<file path="config.mk">
export PLATFORM = sky130hd
export DESIGN_NAME = pipe_share_arbiter
export DESIGN_NICKNAME = d
export VERILOG_FILES = /design/src/rtl/pipe_share_pkg.sv /design/src/rtl/pipe_share_arbiter_rr_arbiter.sv /design/src/rtl/pipe_share_arbiter.sv
export SDC_FILE = /design/constraint.sdc
export NUM_CORES = 1
export LEC_CHECK = 0
export BUFFER_PORTS_ARGS = -buffer_cell sky130_fd_sc_hd__buf_2
export CAP_MARGIN = 15
export CORE_ASPECT_RATIO = 1.75
export CORE_MARGIN = 5
export CORE_UTILIZATION = 50
export DETAILED_ROUTE_END_ITERATION = 8
export PLACE_DENSITY = 0.85
export SLEW_MARGIN = 30
export SYNTH_ARGS = -nofsm -noshare
export SYNTH_HDL_FRONTEND = slang
export SYNTH_SLANG_ARGS = --single-unit
</file>
<file path="constraint.sdc">
create_clock -name clk_in -period 8.5 [get_ports clk_in]
set_input_delay 1.7 -clock clk_in [delete_from_list [all_inputs] [get_ports clk_in]]
set_output_delay 1.7 -clock clk_in [all_outputs]
set_load 0.02 [all_outputs]
</file>
<file path="src/rtl/pipe_share_pkg.sv">
// Shared helpers for pipe_share_arbiter: index width, round-robin pick and one-hot decode.
// Vectors are passed at a fixed maximum width; callers zero-extend and truncate with casts.
package pipe_share_pkg;

    localparam int unsigned MAX_REQ  = 64;
    localparam int unsigned MAX_ID_W = 6;

    function automatic int unsigned id_width(input int unsigned n_req);
        return (n_req > 1) ? $clog2(n_req) : 1;
    endfunction

    function automatic logic [MAX_ID_W-1:0] onehot_to_idx(input logic [MAX_REQ-1:0] oh);
        logic [MAX_ID_W-1:0] idx;
        idx = '0;
        for (int unsigned i = 0; i < MAX_REQ; i++) begin
            if (oh[i]) idx = idx | MAX_ID_W'(i);
        end
        return idx;
    endfunction

    // Scan from ptr+1 upward, wrapping at n_req; first valid requester wins.
    function automatic logic [MAX_REQ-1:0] rr_pick(input logic [MAX_REQ-1:0] valid,
                                                   input int unsigned n_req,
                                                   input int unsigned ptr);
        logic [MAX_REQ-1:0]  grant;
        logic [MAX_ID_W-1:0] sel;
        int unsigned         idx;
        grant = '0;
        for (int unsigned k = 1; k <= MAX_REQ; k++) begin
            if (k <= n_req && grant == '0) begin
                idx = ptr + k;
                if (idx >= n_req) idx = idx - n_req;
                sel = MAX_ID_W'(idx);
                if (valid[sel]) grant[sel] = 1'b1;
            end
        end
        return grant;
    endfunction

endpackage

</file>
<file path="src/rtl/pipe_share_arbiter_rr_arbiter.sv">
// Round-robin arbiter: combinational one-hot pick from a registered pointer that
// moves to the granted requester on every transfer.
module rr_arbiter
    import pipe_share_pkg::*;
#(
    parameter int unsigned N_REQ    = 4,
    parameter int unsigned ID_WIDTH = 2
) (
    input  logic                clk_in,
    input  logic                rst_in,
    input  logic                i_hold,
    input  logic [N_REQ-1:0]    i_valid,
    output logic [N_REQ-1:0]    o_grant,
    output logic [ID_WIDTH-1:0] o_grant_idx
);

    logic [ID_WIDTH-1:0] r_ptr;
    logic [N_REQ-1:0]    w_pick;

    always_comb begin
        w_pick = N_REQ'(rr_pick(MAX_REQ'(i_valid), N_REQ, 32'(r_ptr)));
    end

    // Grant only where valid is high, so any set grant bit is a transfer.
    assign o_grant     = i_hold ? '0 : w_pick;
    assign o_grant_idx = ID_WIDTH'(onehot_to_idx(MAX_REQ'(o_grant)));

    always_ff @(posedge clk_in) begin
        if (rst_in) begin
            r_ptr <= ID_WIDTH'(N_REQ - 1);
        end else if (|o_grant) begin
            r_ptr <= o_grant_idx;
        end
    end

endmodule

</file>
<file path="src/rtl/pipe_share_arbiter.sv">
// Shares one fixed-latency pipelined unit among N_REQ requesters; a tag delay line
// carries each operation's requester ID alongside the unit and routes results back.
module pipe_share_arbiter
    import pipe_share_pkg::*;
#(
    parameter  int unsigned N_REQ      = 4,
    parameter  int unsigned DATA_WIDTH = 32,
    parameter  int unsigned RES_WIDTH  = 32,
    parameter  int unsigned LATENCY    = 6,
    localparam int unsigned ID_WIDTH   = id_width(N_REQ)
) (
    input  logic                        clk_in,
    input  logic                        rst_in,
    input  logic                        hold_in,
    input  logic [N_REQ-1:0]            req_valid_in,
    input  logic [N_REQ*DATA_WIDTH-1:0] req_data_in,
    output logic [N_REQ-1:0]            req_ready_out,
    output logic                        unit_valid_out,
    output logic [DATA_WIDTH-1:0]       unit_data_out,
    input  logic [RES_WIDTH-1:0]        unit_result_in,
    output logic [N_REQ-1:0]            res_valid_out,
    output logic [RES_WIDTH-1:0]        res_data_out,
    output logic [ID_WIDTH-1:0]         res_id_out,
    output logic                        busy_out
);

    localparam int unsigned CNT_W = $clog2(LATENCY + 2) + 1;

    typedef struct packed {
        logic                valid;
        logic [ID_WIDTH-1:0] id;
    } tag_t;

    logic [N_REQ-1:0]      w_grant;
    logic [ID_WIDTH-1:0]   w_idx;
    logic                  w_xfer;
    logic [DATA_WIDTH-1:0] w_req_data [N_REQ];
    tag_t                  w_last;
    logic [CNT_W-1:0]      w_cnt_next;

    // Slot 0 is the issue register, so LATENCY+1 stages line up with unit_result_in.
    tag_t                  r_tag [LATENCY+1];
    logic [DATA_WIDTH-1:0] r_unit_data;
    logic [N_REQ-1:0]      r_res_valid;
    logic [RES_WIDTH-1:0]  r_res_data;
    logic [ID_WIDTH-1:0]   r_res_id;
    logic [CNT_W-1:0]      r_cnt;
    logic                  r_busy;

    rr_arbiter #(
        .N_REQ    (N_REQ),
        .ID_WIDTH (ID_WIDTH)
    ) u_rr (
        .clk_in      (clk_in),
        .rst_in      (rst_in),
        .i_hold      (hold_in),
        .i_valid     (req_valid_in),
        .o_grant     (w_grant),
        .o_grant_idx (w_idx)
    );

    for (genvar g = 0; g < N_REQ; g++) begin : g_unpack
        assign w_req_data[g] = req_data_in[g*DATA_WIDTH +: DATA_WIDTH];
    end

    assign w_xfer = |w_grant;
    assign w_last = r_tag[LATENCY];

    always_ff @(posedge clk_in) begin
        if (rst_in) begin
            for (int unsigned k = 0; k <= LATENCY; k++) r_tag[k] <= '0;
            r_unit_data <= '0;
        end else begin
            r_tag[0] <= '{valid: w_xfer, id: w_idx};
            for (int unsigned k = 1; k <= LATENCY; k++) r_tag[k] <= r_tag[k-1];
            if (w_xfer) r_unit_data <= w_req_data[w_idx];
        end
    end

    always_ff @(posedge clk_in) begin
        if (rst_in) begin
            r_res_valid <= '0;
            r_res_data  <= '0;
            r_res_id    <= '0;
        end else if (w_last.valid) begin
            r_res_valid <= N_REQ'(1) << w_last.id;
            r_res_data  <= unit_result_in;
            r_res_id    <= w_last.id;
        end else begin
            r_res_valid <= '0;
        end
    end

    // Retire when the return stage commits, so a full pipe holds LATENCY+1 in flight;
    // busy stays up through the cycle the last result is presented.
    always_comb begin
        w_cnt_next = r_cnt;
        if (w_xfer && !w_last.valid) w_cnt_next = r_cnt + CNT_W'(1);
        else if (!w_xfer && w_last.valid) w_cnt_next = r_cnt - CNT_W'(1);
    end

    always_ff @(posedge clk_in) begin
        if (rst_in) begin
            r_cnt  <= '0;
            r_busy <= 1'b0;
        end else begin
            r_cnt  <= w_cnt_next;
            r_busy <= (w_cnt_next != '0) || w_last.valid;
        end
    end

    assign req_ready_out  = w_grant;
    assign unit_valid_out = r_tag[0].valid;
    assign unit_data_out  = r_unit_data;
    assign res_valid_out  = r_res_valid;
    assign res_data_out   = r_res_data;
    assign res_id_out     = r_res_id;
    assign busy_out       = r_busy;

endmodule
</file>
==> flow_summary.yaml <==
placement:
  pre_cts_slack_ns: 2.44
  finalWeightedCongestion: 0.841
  post_dp_cell_area_mm2: 0.00602
  io_buffer_count: 242
  dp_hpwl_mm: 10.8
yosys:
  ys_seq_area_share_pct: 40.8
  synth-edff-count: 0
  yosys.area.top_type: "dfxtp_1"
  syn_avg_cell_area_um2: 8.96
  synth_seq_cells: 98
  synthDistinctLibCells: 49
  synth.net_count: 714
  yosysTopAreaCellShare_pct: 40.8
  synth.most_common_cell: "nand2_1"
  synthArstFlopShare_pct: 0
  synthFlopType: "dfxtp_1"
  synth.top_cells.by_count: "102 x nand2_1, 98 x dfxtp_1, 73 x mux2i_1"
  syn_inst: 537
  synth.cell_area_mm2: 0.00481
  synthTopCellsByArea: "dfxtp_1 41%, mux2i_1 15%, nand2_1 8.0%"
  ys_warn_count: 0
clock_tree:
  cts.sinks: 98
  root_buffer: "clkbuf_16"
  path_clk_slew_ns: 0.07
  cts-buffers-inserted: 9
  cts_resized: 0
  post_cts_buffers: 0
  cts-htree-levels: 3
  ctsHoldBuffers: 0
  clk_latency_ns: 0.34
  clock_tree.buffer_depth: 2
  cts_tree: "yes"
hold_path:
  hold_path_depth: 1
  worst_hold_path_type: "flop to flop"
power:
  ir_drop_mv: 0.151
  leakagePower_uw: 0.00298
  power_uw: 1920
  power_per_cell_area_mw_per_mm2: 303
setup_path:
  cp.required_ns: 6.80
  cp.arrival_ns: 4.44
  path_max_fanout: 34
  r2r_cells: 10
  path_class: "input pin to output pin"
  endpoint_kind: "output pin"
  path_cells: "buf_2 > mux2i_1 > nor3_2 > o21a_2 > nor2_2 > a221oi_4 > a31oi_1 > or2_1 > buf_4 > inv_2 > buf_2"
  cpPeakStageDelay_ns: 0.48
  slowest_stage: "inv_2"
  critPathLaunchType: "input pin"
  crit_path_frequent_cell: "buf_2"
sta:
  fmax_mhz: 163
  finalSetupTns_ns: 0
  worst_pin_slew_ns: 0.744
  period_minus_slack_ns: 6.14
  finalSetupViolations: 0
  fin_crit_sh_pct: 72.2
  rsz0062_at_grt: "false"
  max_slew_margin_pct: 50.3
  slew_violations: 0
  setup_ws_ns: 2.36
  finalHoldViolations: 0
  fin_skew_ns: 0.00506
final_layout:
  fillers: 777
  drive_above_1_share_pct: 37.4
  area_growth_pct: 31.6
  antenna_cells: 0
  final_util_pct: 66.9
  fin_area_mm2: 0.00633
  nets: 932
drt:
  dr.pass1.iters: 5
  viasPerCell: 5.36
  drt_iter0_drc: 186
  final_antenna_net_count: 0
  wirelength_mm: 13.6
  wl_per_cell_um: 15.5
  drc: 0
  num_vias: 4728
run_status:
  outcome: "completed"
floorplan:
  fp-row-count: 47
  die-area_mm2: 0.0118
  initial_utilization_pct: 50.8
  die_h_um: 140
  die_width_um: 84.1
  io_pins: 243
  core-area_mm2: 0.00947
grt:
  grt_max_degree: 67
  grt_pass1_vias: 4829
  grt_overflow_total: 0
  track_usage_pct: 23.2
  antenna_found_initial: 0
  grt_pass1_wl_mm: 22.6
flow_run:
  maxCapViolations: 0
[power by group]
part / leakage [µW] / switching (µW) / total [µW] / internal [µW]
logic: 0.00203 / 575 / 941 / 366
registers: 0.000797 / 37.9 / 561 / 524
clock network: 0.000154 / 180 / 415 / 234
total: 0.00298 / 794 / 1920 / 1120
[per-stage QoR]
stage	hold WS [ns]	instances
2_1_floorplan	0.414	537
3_3_place_gp	0.419	866
3_5_place_dp	0.425	866
4_1_cts	0.441	882
5_1_grt	0.460	882
6_report	0.438	882
[layout make-up]
type	count	area, µm²	area share (%)
clock inverter	7	83.8	1.32
inverter	6	22.5	0.356
sequential	98	1960	31.0
multi-input combinational	393	2640	41.6
clock buffer	9	225	3.56
tap	122	153	2.41
timing repair buffer	247	1250	19.7
[registers in the layout, indices dropped and copies added, names as in the netlist]
name / count
busy_out: 1
r_cnt: 4
r_tag: 21
res_data_out: 32
res_id_out: 2
res_valid_out: 4
u_rr.r_ptr: 2
unit_data_out: 32
[critical path: cells and delay by family]
| family | cells | cell delay [ns] |
|---|---|---|
| buffers and inverters | 4 | 1.12 |
| muxes | 1 | 0.09 |
| AOI/OAI and AO/OA | 3 | 0.81 |
| and+or+nand+nor | 3 | 0.69 |
[cell usage in the layout (no fill, tap or decap), types with 2 or more instances in the layout]
cell type,count
buf_2,242
nand2_1,102
dfxtp_1,97
mux2i_1,73
nor2_1,51
nand3_1,37
a32o_1,32
nor2b_1,20
ha_1,10
clkbuf_16,9
a21oi_1,7
o21ai_0,6
nand2b_1,6
inv_1,5
nor3_1,5
buf_4,5
nor3_2,3
o211ai_1,3
xnor2_1,3
nand3b_1,2
o21ai_1,2
a221oi_4,2
a31oi_1,2
a211oi_1,2
inv_8,2
inv_6,2
[routing by layer]
metal | up-vias | routed length, µm | track usage (%) | share of wire, %
li1 | 2312 | - | - | -
met3 | 34 | 1170 | 5.56 | 8.6
met5 | - | 0 | 0 | 0
met1 | 2139 | 5280 | 26.8 | 39
met2 | 243 | 6740 | 39.8 | 49
met4 | 0 | 436 | 10.8 | 3.2
[cell families (layout without fill, tap and decap cells)]
kind of cell	Yosys count	in the layout	share of synthesized area [%]
AO/OA/AOI/OAI	68	68	12.7
XOR/XNOR	4	4	0.729
adder cells (fa/ha/maj)	10	10	2.60
buffers and inverters	46	269	5.18
flip-flops	98	98	40.8
multiplexers	74	74	15.7
AND/OR/NAND/NOR	237	237	22.3
[path summary, 6_finish.rpt]
check / start / to / slack, ns
min reg2reg: r_tag[0][4]$_SDFF_PP0_ / r_tag[0][7]$_SDFF_PP0_ / 0.44
max reg2reg: u_rr.r_ptr[0]$_SDFFE_PP1P_ / unit_data_out[25]$_SDFFE_PP0P_ / 4.24
min: r_tag[0][4]$_SDFF_PP0_ / r_tag[0][7]$_SDFF_PP0_ / 0.44
max: req_valid_in[1] / req_ready_out[1] / 2.36
No activity file was read; power rests on OpenSTA's default activity.
